**src/rtl/ptw_walker.sv**
```systemverilog
// ptw_walker: two-level Sv32-style page-table walker.
// It takes one VPN from the TLB controller and walks the L1 and L0 tables
// through a single-outstanding PTE read port. It then returns the PPN,
// the {U,X,W,R} permissions, the page level and a fault flag.
//
// Ports:
//   clk, rst                  clock, asynchronous active-high reset
//   root_ppn_i                root table PPN, sampled when a request is accepted
//   ptw_req_*                 miss request from the TLB (valid/ready/vpn)
//   ptw_resp_*                walk result to the TLB (valid/ready/ppn/perm/super/fault)
//   mem_req_*                 PTE read request (valid/ready/addr)
//   mem_resp_*                PTE read data (valid/ready/data)
//
// Build option: define PTW_AD_CHECK_EN to report a leaf PTE with A=0 as a fault.
// When it is undefined, the A and D bits are ignored.
module ptw_walker #(
    parameter int VPN_WIDTH  = 20,
    parameter int PPN_WIDTH  = 20,
    parameter int PTE_WIDTH  = 32,
    parameter int ADDR_WIDTH = 32
) (
    input  logic                  clk,
    input  logic                  rst,
    input  logic [PPN_WIDTH-1:0]  root_ppn_i,
    input  logic                  ptw_req_valid_i,
    output logic                  ptw_req_ready_o,
    input  logic [VPN_WIDTH-1:0]  ptw_req_vpn_i,
    output logic                  ptw_resp_valid_o,
    input  logic                  ptw_resp_ready_i,
    output logic [PPN_WIDTH-1:0]  ptw_resp_ppn_o,
    output logic [3:0]            ptw_resp_perm_o,
    output logic                  ptw_resp_super_o,
    output logic                  ptw_resp_fault_o,
    output logic                  mem_req_valid_o,
    input  logic                  mem_req_ready_i,
    output logic [ADDR_WIDTH-1:0] mem_req_addr_o,
    input  logic                  mem_resp_valid_i,
    output logic                  mem_resp_ready_o,
    input  logic [PTE_WIDTH-1:0]  mem_resp_data_i
);
    localparam int IDX_W = 10;

    localparam logic [2:0] S_IDLE    = 3'd0;
    localparam logic [2:0] S_L1_REQ  = 3'd1;
    localparam logic [2:0] S_L1_WAIT = 3'd2;
    localparam logic [2:0] S_L0_REQ  = 3'd3;
    localparam logic [2:0] S_L0_WAIT = 3'd4;
    localparam logic [2:0] S_RESPOND = 3'd5;

    logic [2:0]            state_q, state_d;
    logic [IDX_W-1:0]      vpn_lo_q, vpn_lo_d;
    logic                  req_ready_q, req_ready_d;
    logic                  resp_valid_q, resp_valid_d;
    logic [PPN_WIDTH-1:0]  resp_ppn_q, resp_ppn_d;
    logic [3:0]            resp_perm_q, resp_perm_d;
    logic                  resp_super_q, resp_super_d;
    logic                  resp_fault_q, resp_fault_d;
    logic                  mem_req_valid_q, mem_req_valid_d;
    logic [ADDR_WIDTH-1:0] mem_req_addr_q, mem_req_addr_d;
    logic                  mem_resp_ready_q, mem_resp_ready_d;

    // PTE field decode of the incoming read data
    logic                 pte_v, pte_r, pte_w, pte_x;
    logic                 pte_bad, pte_leaf, pte_misaligned, ad_fault;
    logic [PPN_WIDTH-1:0] pte_ppn;
    logic [3:0]           pte_perm;
    logic                 l1_fault, l0_fault;
    logic                 unused_pte_bits;

    assign pte_v          = mem_resp_data_i[0];
    assign pte_r          = mem_resp_data_i[1];
    assign pte_w          = mem_resp_data_i[2];
    assign pte_x          = mem_resp_data_i[3];
    assign pte_perm       = mem_resp_data_i[4:1];
    assign pte_ppn        = mem_resp_data_i[PPN_WIDTH+9:10];
    assign pte_bad        = !pte_v || (pte_w && !pte_r);
    assign pte_leaf       = pte_r || pte_x;
    assign pte_misaligned = pte_ppn[IDX_W-1:0] != '0;
    assign unused_pte_bits = ^{mem_resp_data_i[PTE_WIDTH-1:PPN_WIDTH+10], mem_resp_data_i[9:5]};

`ifdef PTW_AD_CHECK_EN
    assign ad_fault = !mem_resp_data_i[6];
`else
    assign ad_fault = 1'b0;
`endif

    // Only reached for leaf or bad PTEs at L1; a non-leaf PTE descends instead.
    assign l1_fault = pte_bad || pte_misaligned || ad_fault;
    assign l0_fault = pte_bad || !pte_leaf || ad_fault;

    always_comb begin
        state_d          = state_q;
        vpn_lo_d         = vpn_lo_q;
        req_ready_d      = req_ready_q;
        resp_valid_d     = resp_valid_q;
        resp_ppn_d       = resp_ppn_q;
        resp_perm_d      = resp_perm_q;
        resp_super_d     = resp_super_q;
        resp_fault_d     = resp_fault_q;
        mem_req_valid_d  = mem_req_valid_q;
        mem_req_addr_d   = mem_req_addr_q;
        mem_resp_ready_d = mem_resp_ready_q;
        case (state_q)
            S_IDLE: begin
                if (ptw_req_valid_i && req_ready_q) begin
                    // The L1 address is formed now, so root_ppn_i needs no holding register.
                    vpn_lo_d        = ptw_req_vpn_i[IDX_W-1:0];
                    req_ready_d     = 1'b0;
                    mem_req_valid_d = 1'b1;
                    mem_req_addr_d  = {root_ppn_i, ptw_req_vpn_i[VPN_WIDTH-1:IDX_W], 2'b00};
                    state_d         = S_L1_REQ;
                end
            end
            S_L1_REQ, S_L0_REQ: begin
                if (mem_req_ready_i) begin
                    mem_req_valid_d  = 1'b0;
                    mem_resp_ready_d = 1'b1;
                    state_d          = (state_q == S_L1_REQ) ? S_L1_WAIT : S_L0_WAIT;
                end
            end
            S_L1_WAIT: begin
                if (mem_resp_valid_i) begin
                    mem_resp_ready_d = 1'b0;
                    if (!pte_bad && !pte_leaf) begin
                        mem_req_valid_d = 1'b1;
                        mem_req_addr_d  = {pte_ppn, vpn_lo_q, 2'b00};
                        state_d         = S_L0_REQ;
                    end else begin
                        resp_valid_d = 1'b1;
                        resp_fault_d = l1_fault;
                        resp_super_d = !pte_bad && !pte_misaligned;
                        resp_ppn_d   = l1_fault ? '0 : {pte_ppn[PPN_WIDTH-1:IDX_W], vpn_lo_q};
                        resp_perm_d  = l1_fault ? '0 : pte_perm;
                        state_d      = S_RESPOND;
                    end
                end
            end
            S_L0_WAIT: begin
                if (mem_resp_valid_i) begin
                    mem_resp_ready_d = 1'b0;
                    resp_valid_d     = 1'b1;
                    resp_fault_d     = l0_fault;
                    resp_super_d     = 1'b0;
                    resp_ppn_d       = l0_fault ? '0 : pte_ppn;
                    resp_perm_d      = l0_fault ? '0 : pte_perm;
                    state_d          = S_RESPOND;
                end
            end
            S_RESPOND: begin
                if (ptw_resp_ready_i) begin
                    resp_valid_d = 1'b0;
                    req_ready_d  = 1'b1;
                    state_d      = S_IDLE;
                end
            end
            default: state_d = S_IDLE;
        endcase
    end

    always_ff @(posedge clk or posedge rst) begin
        if (rst) begin
            state_q          <= S_IDLE;
            vpn_lo_q         <= '0;
            req_ready_q      <= 1'b1;
            resp_valid_q     <= 1'b0;
            resp_ppn_q       <= '0;
            resp_perm_q      <= '0;
            resp_super_q     <= 1'b0;
            resp_fault_q     <= 1'b0;
            mem_req_valid_q  <= 1'b0;
            mem_req_addr_q   <= '0;
            mem_resp_ready_q <= 1'b0;
        end else begin
            state_q          <= state_d;
            vpn_lo_q         <= vpn_lo_d;
            req_ready_q      <= req_ready_d;
            resp_valid_q     <= resp_valid_d;
            resp_ppn_q       <= resp_ppn_d;
            resp_perm_q      <= resp_perm_d;
            resp_super_q     <= resp_super_d;
            resp_fault_q     <= resp_fault_d;
            mem_req_valid_q  <= mem_req_valid_d;
            mem_req_addr_q   <= mem_req_addr_d;
            mem_resp_ready_q <= mem_resp_ready_d;
        end
    end

    assign ptw_req_ready_o  = req_ready_q;
    assign ptw_resp_valid_o = resp_valid_q;
    assign ptw_resp_ppn_o   = resp_ppn_q;
    assign ptw_resp_perm_o  = resp_perm_q;
    assign ptw_resp_super_o = resp_super_q;
    assign ptw_resp_fault_o = resp_fault_q;
    assign mem_req_valid_o  = mem_req_valid_q;
    assign mem_req_addr_o   = mem_req_addr_q;
    assign mem_resp_ready_o = mem_resp_ready_q;

endmodule

```
**config.mk**
```make
export PLATFORM = sky130hd
export DESIGN_NAME = ptw_walker
export DESIGN_NICKNAME = d
export VERILOG_FILES = /design/src/rtl/ptw_walker.sv
export SDC_FILE = /design/constraint.sdc
export NUM_CORES = 1
export LEC_CHECK = 0
export ABC_AREA = 1
export CORE_UTILIZATION = 49
export CTS_BUF_LIST = sky130_fd_sc_hd__clkbuf_8
export DETAILED_ROUTE_END_ITERATION = 7
export PLACE_DENSITY = 0.84
export SLEW_MARGIN = 10
export SYNTH_ARGS = -nofsm -noshare
export SYNTH_HDL_FRONTEND = slang
export SYNTH_SLANG_ARGS = --single-unit
export TNS_END_PERCENT = 30
```
**constraint.sdc**
```tcl
create_clock -name clk -period 3.6 [get_ports clk]
set_input_delay 0.36 -clock clk [delete_from_list [all_inputs] [get_ports clk]]
set_output_delay 0.36 -clock clk [all_outputs]
set_load 0.01 [all_outputs]
```
==> results of run 1 <==
## path summary, 6_finish.rpt
kind                                          from            endpoint  slack (ns)  cells after the start
min in group asynchronous                      rst  ptw_resp_perm_o[2]        0.60                      2
worst min-delay path            mem_req_addr_o[21]  mem_req_addr_o[21]        0.47                      2
worst max register to register          state_q[0]  mem_req_addr_o[29]        1.00                     10
max in group asynchronous                      rst         vpn_lo_q[5]        2.20                      3
worst min register to register  mem_req_addr_o[21]  mem_req_addr_o[21]        0.47                      2
worst max-delay path                    state_q[0]  mem_req_addr_o[29]        1.00                     10
## cells by family (layout without fill, tap and decap cells)
family                 count (synthesis)  in the layout  share of synthesized area
buffers and inverters                 55            175                     0.0764
and+or+nand+nor                      337            337                      0.386
other                                  1              2                    0.00102
muxes                                  1              1                    0.00305
DFF                                   73             73                      0.496
AOI/OAI and AO/OA                     27             27                     0.0380
## power groups by stage
stage / clock (uW) / sequential (uW) / combinational [uW]
floorplan: 0 / 1380 / 974
global placement: 0 / 1310 / 1680
detailed placement: 0 / 1310 / 1740
CTS: 717 / 1300 / 1740
global route: 755 / 1340 / 1930
finish: 706 / 1310 / 1740
## layer usage
layer / wire, microns / track usage / part of all wire
met3: 1020 / 0.0793 / 0.098
met1: 4290 / 0.357 / 0.41
met5: 0 / 0 / 0
met4: 174 / 0.104 / 0.017
met2: 4880 / 0.446 / 0.47
## synthesized netlist by cell type
cell type                    n
sky130_fd_sc_hd__buf_2      17
sky130_fd_sc_hd__nand4_1     1
sky130_fd_sc_hd__o31ai_1     1
sky130_fd_sc_hd__a21oi_1    10
sky130_fd_sc_hd__nand3b_1    1
sky130_fd_sc_hd__buf_6       4
sky130_fd_sc_hd__mux2_2      1
sky130_fd_sc_hd__nand2_1   224
sky130_fd_sc_hd__nor2_1     25
sky130_fd_sc_hd__a22oi_1     1
sky130_fd_sc_hd__nand2_2     6
sky130_fd_sc_hd__dfstp_2     1
sky130_fd_sc_hd__nor2_2      2
sky130_fd_sc_hd__inv_2       2
sky130_fd_sc_hd__nand3_2     1
sky130_fd_sc_hd__buf_4       6
sky130_fd_sc_hd__o21ai_0    15
sky130_fd_sc_hd__nand3_1    75
sky130_fd_sc_hd__dfrtp_1    72
sky130_fd_sc_hd__clkbuf_1    4
sky130_fd_sc_hd__clkinv_2    1
sky130_fd_sc_hd__inv_1      21
sky130_fd_sc_hd__nor2_8      1
sky130_fd_sc_hd__nand3_4     1
sky130_fd_sc_hd__conb_1      1
## tightest hold or removal path, cell delays in order (launching register included)
cell,delay (ns)
sky130_fd_sc_hd__dfrtp_1,0.35
sky130_fd_sc_hd__nand2_1,0.05
sky130_fd_sc_hd__nand2_1,0.05
## final cells by class
class / count / area [sq um]
fill: 634 / 2070
sequential: 73 / 1830
multi-input combinational: 367 / 1580
timing repair buffer: 135 / 1340
clock buffer: 10 / 138
tap: 99 / 124
inverter: 24 / 91.3
clock inverter: 6 / 83.8
## flip-flops by register name, indices dropped and copies added, names as in the netlist
signal	cells
mem_req_addr_o	30
mem_req_valid_o	1
mem_resp_ready_o	1
ptw_req_ready_o	1
ptw_resp_fault_o	1
ptw_resp_perm_o	4
ptw_resp_ppn_o	20
ptw_resp_super_o	1
ptw_resp_valid_o	1
state_q	3
vpn_lo_q	10
## metrics by stage
stage	area [sq um]	std cells	power (uW)	worst slack (ns)
after CTS	5180	714	3770	1.02
after global placement	4960	698	3000	1.07
final	5180	714	3750	1.00
after floorplan	3690	495	2350	1.39
after detailed placement	4960	698	3060	1.02
after global routing	5180	714	4020	0.724
==> results by stage, run 1 <==
Run status:
- The flow ran to the end, and the final reports show no timing, DRC or antenna violations.

Clock network:
- In this run the deepest clock path goes through 2 buffers.
- Once the clock tree was built, the setup fixing pass inserted 0 buffers.
- The clock slew seen by the registers of the worst setup and hold paths is 0.07 ns.
- The number of cells upsized or downsized after cts is 0.
- The number of H-tree levels is 3.
- The clock latency reported for the late side of the worst-skew pair is 0.34 ns.
- The tree is rooted in a sky130_fd_sc_hd__clkbuf_8.
- TritonCTS built the clock tree.
- The number of hold buffers added after CTS is 0.
- Clock tree synthesis inserted a total of 9 buffers.
- The number of clock sinks is 73.

Worst setup path:
- The cell family contributing the most delay on the critical path is simple AND/OR/NAND/NOR gates.
- The critical path required time is 3.82 ns.
- The critical path's slowest cell is sky130_fd_sc_hd__nand2_2.
- The number of buffer and inverter instances along the worst setup path is 3.
- The peak per-stage delay on the critical path is 0.54 ns.
- The critical setup path kind is reg -> reg.
- Counting stages on the worst path, the most repeated cell is sky130_fd_sc_hd__nand2_1.
- STA puts the critical path data arrival time at 2.82 ns.
- The largest fanout of any net on the critical path is 31.
- STA classifies the critical path endpoint as a register.
- Traced cell by cell, the critical path runs through clkinv_2, nand2_1, nor2_2, buf_4, nand2_1, nand2_1, inv_2, nand2_2, nand2_1, nand2_1.
- The type of origin of the critical path is a register.

Floorplan:
- 140 I/O pins were placed.
- The die width is 88.7 microns.
- The die height is 88.7 microns.
- The initial utilization of the core area, before any placement, comes to 0.508.
- The region available for standard cell placement spans 7250 sq um.
- The floorplan has 31 rows.
- The die covers 7870 sq um.

Power and ir drop:
- The part of the total power dissipated in sequential elements is 0.349.
- The share of total power dissipated in combinational logic is 0.463.
- In this run the static leakage power is 0.00266 uW.
- The power per cell area is 723 nW/um^2.
- The worst voltage drop across the vdd grid is 432 uV.
- The internal power is 2260 uW.
- For this design the total switching power over the nets is 1490 uW.
- The net switching fraction of the power is 0.396.
- The clock network power share is 0.188.

Routing:
- In the routed layout, each cell is associated on average with a via count of 5.17.
- The count of vias placed by the detailed router is 3689.
- Summed over all layers, the routed wires come to 10.4 mm.
- After detailed routing, the number of remaining DRC violations is 0.
- The count of antenna-violating nets left after detailed routing is 0.
- The count of TritonRoute iterations in the first routing pass is 5.
- Dividing the detail-routed wire length by the instance count gives 14.5 microns.
- For this block, the initial DRC count from the detailed router was 309.

Yosys:
- The summed instance area of the synthesized netlist is 3690 sq um.
- Synthesis produced a netlist whose cell count is 494.
- In this run, synthesis produced a sequential element count of 73.
- The part of the Yosys area used for sequential elements is 0.496.
- The total of warnings raised by yosys is 0.
- The area share of the largest cell type after synthesis is 0.489.
- By area the synthesized netlist is led by sky130_fd_sc_hd__dfrtp_1 (49%), sky130_fd_sc_hd__nand2_1 (23%), sky130_fd_sc_hd__nand3_1 (10%).
- The biggest area contributor in the post-synthesis netlist is sky130_fd_sc_hd__dfrtp_1.
- The synthesized area per cell is 7.46 sq um.
- The count of unique library cells instantiated by Yosys is 25.

Cells and area:
- The layout cell share with drive strength beyond 1 is 0.0602.
- The layout overhead on the synthesized area is 40.6%.
- The library cell used most frequently in the layout, excluding fill and tap cells, is sky130_fd_sc_hd__nand2_1.
- 0 antenna diodes ended up in the layout.
- Measured on the finished design, the core utilization comes to 0.715.
- The post-layout net count is 688.
- The library cells used most frequently in the layout, excluding fill and tap cells, are sky130_fd_sc_hd__nand2_1 (224), sky130_fd_sc_hd__clkdlybuf4s50_1 (130), sky130_fd_sc_hd__nand3_1 (75).

GRT:
- In the global route stage, overall resource usage came out at 0.278.
- Entering global routing, the biggest net connects 54 pins.
- Summed over all layers, the global routing overflow is 0.
- The first global-routing pass estimated 16.2 mm of wire.
- The number of antenna violations at the first check in global routing is 0.
- The via count of the first global-routing pass came to 3387.

STA:
- The transition at the pin with the smallest max-transition slack is 1.10 ns.
- Across the routed clock network, the largest skew measured is 0.0110 ns.
- The fraction of the cycle the final worst path needs is 0.722.
- The remaining max-slew budget at the tightest pin is 0.266.
- After routing, the total negative slack on setup checks comes to 0 ns.
- Setup repair after global routing left no endpoint under its margin.
- The time the worst path needs with I/O delays and setup is 2.60 ns.
- The maximum clock rate is 0.385 GHz.
- The number of endpoints with negative hold slack in the final report is 0.
- The total count of max-transition violations in the final report was 0.
- Setup violations remaining at the end of the flow were counted as 0.
- On the final layout, the worst hold slack is 0.475 ns.

Flow run:
- The total of max-cap violations is 0.

Place:
- The HPWL after detailed placement is 7.42 mm.
- Routability-driven placement finished with a final weighted congestion of 0.905.
- The count of buffers from port buffering is 130.

Worst hold path:
- The path class of the tightest hold or removal check is reg -> reg.
(Power assumes the default switching activity.)
==> run 2, diff against run 1 <==
--- a/config.mk
+++ b/config.mk
@@ -6,10 +6,10 @@
 export NUM_CORES = 1
 export LEC_CHECK = 0
 export ABC_AREA = 1
-export CORE_UTILIZATION = 49
+export CORE_UTILIZATION = 46
 export CTS_BUF_LIST = sky130_fd_sc_hd__clkbuf_8
 export DETAILED_ROUTE_END_ITERATION = 7
-export PLACE_DENSITY = 0.84
+export PLACE_DENSITY = 0.79
 export SLEW_MARGIN = 10
 export SYNTH_ARGS = -nofsm -noshare
 export SYNTH_HDL_FRONTEND = slang
==> constraint.sdc (replaced) <==
create_clock -name clk -period 2.6 [get_ports clk]
set_input_delay 0.26 -clock clk [delete_from_list [all_inputs] [get_ports clk]]
set_output_delay 0.26 -clock clk [all_outputs]
set_load 0.01 [all_outputs]
==> run 2 against run 1 <==
Count of clock-buffer cells in the layout is the same. Combinational power grew 40%. Critical path depth shrank 2. Global-route usage shrank 1.2 points. Total power grew 38%. Largest power group unchanged.
==> results by stage, run 2 (synthesized netlist as in run 1, its figures left out) <==
STA:
- The sum of negative setup slack is 0 ns (unchanged).
- The remaining max-slew budget at the tightest pin is 0.603 (+0.337).
- Setup repair after global routing left no endpoint under its margin.
- The total count of max-transition violations in the final report is 0 (unchanged).
- The time the worst path needs with I/O delays and setup is 2.13 ns (-0.470 ns).
- The number of endpoints with negative hold slack in the final report is 0 (unchanged).
- The final clock skew was 0.00968 ns (-0.00135 ns).
- The transition at the pin with the smallest max-transition slack is 0.595 ns (-0.504 ns).
- The number of failing setup endpoints in the final timing report came to 0 (unchanged).
- The maximum clock rate was 0.470 GHz (+22%).
- The fraction of the cycle the final worst path needs was 0.819 (+0.0969).

GRT:
- The most used routing layer is met2.
- The overall fraction of global-route tracks in use is 0.265 (-0.0120).
- The number of antenna violations at the first check in global routing is 0 (unchanged).
- The maximum number of pins on one net before global-route repair is 49 (-9.3%).
- The via count of the first global-routing pass was 3690 (+8.9%).
- The met2 usage in global routing was 0.446 (about the same).
- The met1 usage is 0.331 (-0.0266).
- The remaining global-route overflow came to 0 (unchanged).
- The routing usage on met3 is 0.0653 (-0.0140).
- The wire length of the first global-routing pass is 17.3 mm (+6.4%).

Floorplan:
- The boundary pin count is 140 (unchanged).
- The die footprint is 8380 sq um (+6.4%).
- The die height came to 91.5 microns (+3.1%).
- The placement row count came to 32 (+3.2%).
- The die width is 91.5 microns (+3.1%).
- The area of the core region was 7730 sq um (+6.5%).
- The initial core utilization came to 0.477 (-0.0312).

Routing:
- The via-per-instance ratio is 5.17 (+0.13%).
- The average wire per standard cell is 14.7 microns (+1.0%).
- The final wirelength is 10.6 mm (+2.0%).
- The count of antenna-violating nets left after detailed routing is 0 (unchanged).
- The count of TritonRoute iterations in the first routing pass is 5 (unchanged).
- The DRC violation count after routing came to 0 (unchanged).
- The count of vias placed by the detailed router is 3730 (+1.1%).
- The DRC violation total after the first TritonRoute iteration is 224 (-28%).

Worst setup path:
- The critical path data arrival time was 2.37 ns (-0.45 ns).
- The launching point of the worst reg2reg path is state_q[0].
- The launch point of the worst path is state_q[0].
- The worst register-to-register path ends at mem_req_addr_o[13].
- The largest fanout of any net on the critical path is 31 (unchanged).
- The critical path required time is 2.84 ns (-0.98 ns).
- The register-to-register setup slack is 0.47 ns (-0.53 ns).
- STA classifies the critical path startpoint as a register.
- The cell count of the worst reg-to-reg path is 8 (-2).
- The critical setup path kind is reg -> reg.
- The nature of the critical path endpoint is a register.
- Counting stages on the worst path, the most repeated cell is sky130_fd_sc_hd__nand2_1.
- The critical path's slowest cell is sky130_fd_sc_hd__dfrtp_1.
- The peak per-stage delay on the critical path is 0.49 ns (-0.05 ns).
- The critical path goes through clkinv_2, nand2_1, nor2_2, nand3_1, nand2_2, nand2_4, nand2_1, nand2_1.
- The critical path ends at mem_req_addr_o[13].

Worst hold path:
- The tightest min-delay check is of the in -> async type.

Clock network:
- The number of buffers created by CTS is 9 (unchanged).
- The number of H-tree levels is 3 (unchanged).
- The number of clock sinks is 73 (unchanged).
- The clock latency reported for the late side of the worst-skew pair was 0.35 ns (about the same).
- The CTS tree is built.
- The CTS root buffer is sky130_fd_sc_hd__clkbuf_8.
- The buffer depth of the longest clock path is 2 (unchanged).
- The clock slew seen by the registers of the worst setup and hold paths was 0.08 ns (about the same).

Place:
- The placer congestion estimate came to 0.878 (-3.0%).
- The count of buffers from port buffering came to 130 (unchanged).
- The half-perimeter wire length after detailed placement came to 7.52 mm (+1.4%).

Cells and area:
- The layout cell share with drive strength beyond 1 is 0.0679 (+0.00769).
- The area occupied by multi-input gates is 1590 sq um (+0.32%).
- The register cell area after layout is 1830 sq um (unchanged).
- Compared with the post-synthesis result, the final layout area differs by 41.5%.
- The post-layout net count came to 692 (+0.58%).
- The flip-flop count of the largest register, all copies and words added is 30 (unchanged).
- The count of inserted antenna diode cells is 0 (unchanged).
- The count of fill cells added during filler insertion is 654 (+3.2%).
- The core utilization of the finished layout came to 0.675 (-0.0395).
- The most common cell after layout, fill and taps aside is sky130_fd_sc_hd__nand2_1.
- In the layout the commonest cells are sky130_fd_sc_hd__nand2_1 (224), sky130_fd_sc_hd__clkdlybuf4s50_1 (130), sky130_fd_sc_hd__nand3_1 (75).

Run status:
- The run finished with clean final reports.

Power and ir drop:
- The power per cell area is 992 nW/um^2 (+37%).
- The worst voltage drop across the vdd grid is 587 uV (+36%).
- The static leakage is 0.00267 uW (+0.46%).

Flow run:
- The total of max-cap violations came to 0 (unchanged).
run 2: cell count changes in the layout (fill, tap and decap cells not counted):
cell,before,now
sky130_fd_sc_hd__nand2_2,6,5
sky130_fd_sc_hd__inv_6,0,1
sky130_fd_sc_hd__clkinvlp_4,2,3
sky130_fd_sc_hd__buf_4,5,8
sky130_fd_sc_hd__nand2_4,0,1
sky130_fd_sc_hd__buf_12,0,1
sky130_fd_sc_hd__bufinv_16,2,1
sky130_fd_sc_hd__inv_1,21,20
run 2: stage by stage:
stage	hold slack, ns	power [uW]	worst slack (ns)	instances	instance area [sq um]
CTS	0.302	5180	0.248	721	5210
detailed placement	0.459	4260	0.255	705	5010
global route	0.323	5540	0.207	721	5220
floorplan	0.355	3250	0.488	495	3690
global placement	0.456	4190	0.309	705	5010
finish	0.288	5180	0.470	721	5220
run 2: how the worst min path moves through the flow:
stage	startpoint	slack, ns	end	cells after the start
after CTS	rst	0.30	ptw_resp_ppn_o[18]	2
after floorplan	mem_resp_valid_i	0.35	mem_resp_ready_o	1
final	rst	0.29	ptw_resp_perm_o[3]	2
after detailed placement	mem_req_addr_o[4]	0.46	mem_req_addr_o[4]	2
after global placement	mem_req_addr_o[22]	0.46	mem_req_addr_o[22]	2
after global routing	rst	0.32	ptw_resp_perm_o[1]	2
run 2: cell type report:
| class | instances | area share |
|---|---|---|
| flip-flops and latches | 73 | 0.350 |
| multi-input cells | 367 | 0.304 |
| repair buffers | 139 | 0.265 |
| clock buffers | 10 | 0.0264 |
| well taps | 102 | 0.0245 |
| inverters | 24 | 0.0175 |
| clock inverters | 6 | 0.0127 |
run 2: power breakdown:
part | leakage, uW | switching, uW | internal [uW]
sequential | 0.000923 | 268 | 1550
combinational | 0.00166 | 1390 | 1050
clock | 0.0000949 | 449 | 471
run 2: repair_timing:
action                                  in CTS  in global routing
resized for setup                            0                  1
endpoints found under the setup margin       0                  4
setup buffers                                0                  0
hold endpoints to repair                     0                  0
hold buffers                                 0                  0
run 2: per-layer routing:
layer  wire [microns]  up-vias  share of wire
met3              917       13          0.087
met5                0        -              0
met2             4990      177           0.47
met4              155        0          0.015
li1                 -     1788              -
met1             4510     1752           0.43
run 2: worst max-delay path, delay by kind of cell, from the launching register on:
family	cells	cell delay, ns
buffers and inverters	1	0.12
DFF	1	0.49
and+or+nand+nor	7	1.41
